===== src/rtl/pipe_hazard_ctrl_if.sv =====
// pipe_hazard_ctrl_if: pipeline-side hazard inputs and stall/flush controls
interface pipe_hazard_ctrl_if #(
   parameter int REG_AW = 4,
   parameter int CNT_W  = 16
);
   logic [REG_AW-1:0] id_rs1, id_rs2, ex_rd;
   logic              id_uses_rs1, id_uses_rs2;
   logic              ex_mem_read, ex_branch_taken;
   logic              mem_req, mem_ready;
   logic              halt_req, resume;
   logic              pc_en, if_id_en, id_ex_en, ex_mem_en, mem_wb_en;
   logic              if_id_flush, id_ex_flush;
   logic [1:0]        state;
   logic              timeout_err;
   logic [CNT_W-1:0]  stall_count;

   modport master (
      output id_rs1, id_rs2, ex_rd, id_uses_rs1, id_uses_rs2, ex_mem_read, ex_branch_taken,
             mem_req, mem_ready, halt_req, resume,
      input  pc_en, if_id_en, id_ex_en, ex_mem_en, mem_wb_en, if_id_flush, id_ex_flush,
             state, timeout_err, stall_count
   );

   modport slave (
      input  id_rs1, id_rs2, ex_rd, id_uses_rs1, id_uses_rs2, ex_mem_read, ex_branch_taken,
             mem_req, mem_ready, halt_req, resume,
      output pc_en, if_id_en, id_ex_en, ex_mem_en, mem_wb_en, if_id_flush, id_ex_flush,
             state, timeout_err, stall_count
   );
endinterface


===== src/rtl/pipe_hazard_ctrl.sv =====
// pipe_hazard_ctrl: stall/flush sequencer for the five-stage pipeline
module pipe_hazard_ctrl #(
   parameter int REG_AW  = 4,
   parameter int TIMEOUT = 255,
   parameter int CNT_W   = 16
) (
   input logic               clk,
   input logic               reset,
   pipe_hazard_ctrl_if.slave bus
);
   localparam logic [1:0] RUN = 2'b00, MEM_WAIT = 2'b01, HALT = 2'b10;
   localparam int WW = TIMEOUT > 1 ? $clog2(TIMEOUT) : 1;

   logic [1:0]       cur_state, nxt_state;
   logic [WW-1:0]    wait_cnt;
   logic             err_flag;
   logic [CNT_W-1:0] stall_cnt;
   logic             hazard, mem_stall, active, expired;

   assign hazard = bus.ex_mem_read && bus.ex_rd != REG_AW'(0) &&
                   ((bus.id_uses_rs1 && bus.id_rs1 == bus.ex_rd) ||
                    (bus.id_uses_rs2 && bus.id_rs2 == bus.ex_rd));
   assign mem_stall = bus.mem_req && !bus.mem_ready;
   // active: the pipe may advance this cycle, so branch/load-use rules apply
   assign active  = (cur_state == RUN && !mem_stall) || (cur_state == MEM_WAIT && bus.mem_ready);
   assign expired = cur_state == MEM_WAIT && !bus.mem_ready && wait_cnt == WW'(TIMEOUT - 1);

   // state register
   always_ff @(posedge clk)
      cur_state <= reset ? RUN : nxt_state;

   // next-state logic; a ready memory always beats the timeout
   always_comb begin
      nxt_state = RUN;
      case (cur_state)
         RUN:      nxt_state = mem_stall ? MEM_WAIT : bus.halt_req ? HALT : RUN;
         MEM_WAIT: nxt_state = bus.mem_ready ? (bus.halt_req ? HALT : RUN) : expired ? HALT : MEM_WAIT;
         HALT:     nxt_state = bus.resume ? RUN : HALT;
         default:  nxt_state = RUN;
      endcase
   end

   // Mealy enables/flushes; reset forces everything closed and both front registers to bubbles
   always_comb begin
      bus.pc_en       = !reset && active && (bus.ex_branch_taken || !hazard);
      bus.if_id_en    = !reset && active && (bus.ex_branch_taken || !hazard);
      bus.id_ex_en    = !reset && active;
      bus.ex_mem_en   = !reset && active;
      bus.mem_wb_en   = !reset && active;
      bus.if_id_flush = reset || (active && bus.ex_branch_taken);
      bus.id_ex_flush = reset || (active && (bus.ex_branch_taken || hazard));
   end

   // wait counter restarts from every RUN cycle, sticky timeout flag, saturating stall counter
   always_ff @(posedge clk) begin
      if (reset) begin
         wait_cnt  <= '0;
         err_flag  <= 1'b0;
         stall_cnt <= '0;
      end else begin
         if (cur_state == RUN) wait_cnt <= '0;
         else if (cur_state == MEM_WAIT && !bus.mem_ready && !expired) wait_cnt <= wait_cnt + 1'b1;
         if (expired) err_flag <= 1'b1;
         if (!bus.pc_en && stall_cnt != '1) stall_cnt <= stall_cnt + 1'b1;
      end
   end

   assign bus.state       = cur_state;
   assign bus.timeout_err = err_flag;
   assign bus.stall_count = stall_cnt;
endmodule


===== src/flat_wrapper.sv =====
// flat-port wrapper written by rule: the top's interface ports become plain ports
module pipe_hazard_ctrl_flat 
#(
   parameter int REG_AW  = 4,
   parameter int TIMEOUT = 255,
   parameter int CNT_W   = 16
)
  (clk, reset, bus_id_rs1, bus_id_rs2, bus_ex_rd, bus_id_uses_rs1, bus_id_uses_rs2, bus_ex_mem_read, bus_ex_branch_taken, bus_mem_req, bus_mem_ready, bus_halt_req, bus_resume, bus_pc_en, bus_if_id_en, bus_id_ex_en, bus_ex_mem_en, bus_mem_wb_en, bus_if_id_flush, bus_id_ex_flush, bus_state, bus_timeout_err, bus_stall_count);
  pipe_hazard_ctrl_if #(.REG_AW(REG_AW), .CNT_W(CNT_W)) bus_i ();
  input logic clk;
  input logic reset;
  input wire logic [$bits(bus_i.id_rs1)-1:0] bus_id_rs1;
  input wire logic [$bits(bus_i.id_rs2)-1:0] bus_id_rs2;
  input wire logic [$bits(bus_i.ex_rd)-1:0] bus_ex_rd;
  input wire logic [$bits(bus_i.id_uses_rs1)-1:0] bus_id_uses_rs1;
  input wire logic [$bits(bus_i.id_uses_rs2)-1:0] bus_id_uses_rs2;
  input wire logic [$bits(bus_i.ex_mem_read)-1:0] bus_ex_mem_read;
  input wire logic [$bits(bus_i.ex_branch_taken)-1:0] bus_ex_branch_taken;
  input wire logic [$bits(bus_i.mem_req)-1:0] bus_mem_req;
  input wire logic [$bits(bus_i.mem_ready)-1:0] bus_mem_ready;
  input wire logic [$bits(bus_i.halt_req)-1:0] bus_halt_req;
  input wire logic [$bits(bus_i.resume)-1:0] bus_resume;
  output wire logic [$bits(bus_i.pc_en)-1:0] bus_pc_en;
  output wire logic [$bits(bus_i.if_id_en)-1:0] bus_if_id_en;
  output wire logic [$bits(bus_i.id_ex_en)-1:0] bus_id_ex_en;
  output wire logic [$bits(bus_i.ex_mem_en)-1:0] bus_ex_mem_en;
  output wire logic [$bits(bus_i.mem_wb_en)-1:0] bus_mem_wb_en;
  output wire logic [$bits(bus_i.if_id_flush)-1:0] bus_if_id_flush;
  output wire logic [$bits(bus_i.id_ex_flush)-1:0] bus_id_ex_flush;
  output wire logic [$bits(bus_i.state)-1:0] bus_state;
  output wire logic [$bits(bus_i.timeout_err)-1:0] bus_timeout_err;
  output wire logic [$bits(bus_i.stall_count)-1:0] bus_stall_count;
  assign bus_i.id_rs1 = bus_id_rs1;
  assign bus_i.id_rs2 = bus_id_rs2;
  assign bus_i.ex_rd = bus_ex_rd;
  assign bus_i.id_uses_rs1 = bus_id_uses_rs1;
  assign bus_i.id_uses_rs2 = bus_id_uses_rs2;
  assign bus_i.ex_mem_read = bus_ex_mem_read;
  assign bus_i.ex_branch_taken = bus_ex_branch_taken;
  assign bus_i.mem_req = bus_mem_req;
  assign bus_i.mem_ready = bus_mem_ready;
  assign bus_i.halt_req = bus_halt_req;
  assign bus_i.resume = bus_resume;
  assign bus_pc_en = bus_i.pc_en;
  assign bus_if_id_en = bus_i.if_id_en;
  assign bus_id_ex_en = bus_i.id_ex_en;
  assign bus_ex_mem_en = bus_i.ex_mem_en;
  assign bus_mem_wb_en = bus_i.mem_wb_en;
  assign bus_if_id_flush = bus_i.if_id_flush;
  assign bus_id_ex_flush = bus_i.id_ex_flush;
  assign bus_state = bus_i.state;
  assign bus_timeout_err = bus_i.timeout_err;
  assign bus_stall_count = bus_i.stall_count;
  pipe_hazard_ctrl #(.REG_AW(REG_AW), .TIMEOUT(TIMEOUT), .CNT_W(CNT_W)) u_core (.clk(clk), .reset(reset), .bus(bus_i));
endmodule

===== config.mk =====
export PLATFORM = sky130hd
export DESIGN_NAME = pipe_hazard_ctrl_flat
export DESIGN_NICKNAME = d
export VERILOG_FILES = /design/src/rtl/pipe_hazard_ctrl_if.sv /design/src/rtl/pipe_hazard_ctrl.sv /design/src/flat_wrapper.sv
export SDC_FILE = /design/constraint.sdc
export NUM_CORES = 1
export LEC_CHECK = 0
export BUFFER_PORTS_ARGS = -buffer_cell sky130_fd_sc_hd__buf_2
export CAP_MARGIN = 10
export CELL_PAD_IN_SITES_DETAIL_PLACEMENT = 1
export CELL_PAD_IN_SITES_GLOBAL_PLACEMENT = 2
export CORE_UTILIZATION = 31
export CTS_CLUSTER_SIZE = 24
export DETAILED_ROUTE_END_ITERATION = 6
export GPL_TIMING_DRIVEN = 1
export PLACE_DENSITY = 0.83
export SYNTH_ARGS = -nofsm -noshare
export SYNTH_HDL_FRONTEND = slang
export SYNTH_SLANG_ARGS = --single-unit
export TNS_END_PERCENT = 20

===== constraint.sdc =====
create_clock -name clk -period 5.6 [get_ports clk]
set_input_delay 0.28 -clock clk [delete_from_list [all_inputs] [get_ports clk]]
set_output_delay 0.28 -clock clk [all_outputs]
set_load 0.01 [all_outputs]

==> out/metrics.yaml <==
logic_synthesis:
  synthTopCellsByCount: "dfxtp_1, nor2_1, nor2b_1"
  ys_seq_elements: 27
  yosysMostFrequentCell: "dfxtp_1"
  netlist_area_sq_um: 1670
  synth_nets: 227
  synth_enable_flop_cells: 0
  synth_area_per_cell_sq_um: 8.26
  ys_seq_area_share_pct: 32.4
  synth_top_flop_cell: "dfxtp_1"
  yosysTopAreaCell: "dfxtp_1"
  yosysWarnings: 0
  yosysUniqueCellTypes: 44
  synth_area_leaders: "dfxtp_1, mux2_2, nor2_1"
  ys_async_sr_fraction_pct: 0
  syn_inst: 202
  yosysTopAreaCellShare_pct: 32.4
placed_design:
  place.gp.congestion: 0.716
  placement.io_buffers: 47
  place_area_sq_um: 1940
  dp_hpwl_mm: 3.36
layout:
  drive_gt1_share_pct: 28.0
  fillers: 668
  syn2layout_area_growth_pct: 19.2
  antennaDiodeCount: 0
  fin_nets: 269
  postLayoutCellArea_sq_um: 1990
worst_hold_path:
  hold_class: "input port to register"
  hold_path_end: "u_core.bus.state[0]"
  min_from: "bus_mem_req"
  whs_path_depth: 3
floorplanning:
  die_y_um: 75.4
  die_width_um: 75.4
  core-area_sq_um: 5140
  initial_core_util_pct: 32.4
  rows: 26
  ios: 48
  dieArea_sq_um: 5680
setup_path:
  rr_endpoint: "u_core.bus.stall_count[14]"
  worstPathArrival_ns: 2.08
  critPathMaxFanout: 17
  reg2reg_setup_slack_ns: 3.30
  required_ns: 5.32
  crit_chain: "o21bai_1, nor3b_2, and2_1, buf_2"
  crit_family: "simple AND/OR/NAND/NOR gates"
  r2r-start: "u_core.bus.stall_count[0]"
  crit_path_end_kind: "output pin"
  reg2reg_depth: 7
  cp_num_buf_inv: 1
  cpPeakStageDelay_ns: 0.81
  critical_path.startpoint_type: "register"
  cp_slowest_cell: "nor3b_2"
  critPathKind: "register to output pin"
sta:
  min_period_over_period_pct: 42.1
  fin_hold_ws_ns: 0.307
  max_freq_ghz: 0.424
  worst_pin_slew_ns: 0.959
  grt_setup_unrepaired: "no"
  finalSetupViolations: 0
  hold_viol_final: 0
  fin_skew_ns: 0.00460
  slew_viol_final: 0
  maxSlewHeadroom_pct: 35.8
  tns_ns: 0
  post-route-min-period_ns: 2.36
clock_tree:
  clock-sinks: 27
  post_cts_buffers: 0
  htree_levels: 1
  ctsRootBufferMaster: "clkbuf_8"
  cts_max_path_buffers: 2
  cts_tree: "yes"
  postCtsHoldBufs: 0
  cts_resized: 0
  clkLatencyLatePin_ns: 0.28
  cts_buffers: 3
  clk_pin_slew_worst_paths_ns: 0.10
route:
  dr.pass1.iters: 4
  first_iter_violations: 41
  wl_mm: 4.36
  drt-met1-wl_mm: 2.06
  dr_wl_met2_mm: 2.07
  via_per_inst: 5.03
  met3_length_um: 176
  highest_layer: "met4"
  wl_per_cell_um: 13.9
  drc: 0
  antenna_left: 0
  vias: 1574
grt:
  grt_first_pass_wirelength_mm: 7.27
  grt_use_total_pct: 16.7
  overflow: 0
  grt_antenna_before_repair: 0
  grt_pass1_vias: 1489
  grt_max_degree: 34
power:
  p_leak_nw: 0.844
  power_density_nw_per_um2: 187
  irDropWorstVdd_v: 0.0000759
run_status:
  status: "finished, final reports clean"
run:
  maxCapViolations: 0
-- how the worst max path moves through the flow --
stage | cells after the start | to | from
after floorplan | 8 | u_core.bus.stall_count[14] | u_core.bus.stall_count[0]
after global placement | 7 | u_core.bus.stall_count[5] | bus_ex_rd[1]
after detailed placement | 7 | u_core.bus.stall_count[5] | bus_ex_rd[1]
after CTS | 4 | bus_if_id_en | u_core.bus.state[0]
after global routing | 4 | bus_pc_en | u_core.bus.state[0]
final | 4 | bus_if_id_en | u_core.bus.state[0]
-- kinds of logic (layout without fill, tap and decap cells) --
| logic type | Yosys count | count (layout) | share of synthesized area (%) |
|---|---|---|---|
| XOR/XNOR | 13 | 13 | 6.83 |
| buffers and inverters | 18 | 59 | 5.25 |
| adder cells (fa/ha/maj) | 3 | 3 | 2.25 |
| AND/OR/NAND/NOR | 95 | 95 | 31.4 |
| AO/OA/AOI/OAI | 33 | 33 | 13.1 |
| multiplexers | 13 | 13 | 8.70 |
| flip-flops | 27 | 27 | 32.4 |
-- tightest hold or removal path, cell delays in order --
cell,delay [ns]
buf_2,0.08
a21oi_1,0.06
nor3_1,0.12
-- final cells by class --
type                            count  area, sq um  area share, %
Sequential cell                    27          541           27.2
Inverter                            7         26.3           1.32
Multi-Input combinational cell    157         1040           52.5
Timing Repair Buffer               48          243           12.2
Tap cell                           70         87.6           4.41
Clock buffer                        3         41.3           2.08
Clock inverter                      1         5.00          0.252
-- routing by layer --
layer	vias to the layer above	track usage (%)
li1	801	-
met1	745	21.3
met2	24	28.3
met3	4	3.70
met4	0	4.94
met5	-	0
-- sequential cells by signal (all words and copies together), names as in the netlist --
register and cells:
u_core.bus.timeout_err 1, u_core.bus.state 2, u_core.bus.stall_count 16, u_core.wait_cnt 8
-- report_power, final --
part / leakage [nW] / switching (mW) / internal [mW] / total (mW)
registers: 0.218 / 0.00528 / 0.196 / 0.201
clock network: 0.0255 / 0.0663 / 0.0501 / 0.116
logic: 0.600 / 0.0319 / 0.0231 / 0.0550
total: 0.844 / 0.104 / 0.269 / 0.372
-- placed cells by master, fill, tap and decap left out, types with 2 or more instances in the layout --
| cell type | Yosys | layout |
|---|---|---|
| mux2_2 | 10 | 10 |
| nand4_2 | 2 | 2 |
| inv_1 | 7 | 7 |
| nor4_1 | 5 | 5 |
| clkbuf_8 | 0 | 3 |
| xnor2_1 | 3 | 3 |
| o21ai_0 | 5 | 5 |
| nor3_1 | 2 | 2 |
| buf_2 | 0 | 47 |
| nor2b_1 | 14 | 14 |
| or4_1 | 4 | 4 |
| a211oi_1 | 7 | 7 |
| nor3b_1 | 3 | 2 |
| ha_1 | 3 | 3 |
| or3_1 | 4 | 4 |
| nand2_1 | 13 | 13 |
| o21bai_1 | 2 | 2 |
| nand4_1 | 5 | 5 |
| xor2_1 | 10 | 10 |
| a21oi_1 | 8 | 8 |
| dfxtp_1 | 27 | 27 |
| nand3_1 | 12 | 12 |
| mux2_1 | 2 | 2 |
| nor2_1 | 24 | 24 |
| a31oi_1 | 2 | 2 |
-- stage by stage --
step           std cells  setup slack [ns]  power [mW]  util [%]
6_report             313              3.24       0.372      38.7
3_3_place_gp         309              3.13       0.260      37.8
3_5_place_dp         309              3.16       0.261      37.8
4_1_cts              313              3.24       0.377      38.7
2_1_floorplan        202              3.50       0.238         -
5_1_grt              313              2.99       0.392      38.7
(Power assumes the default switching activity.)
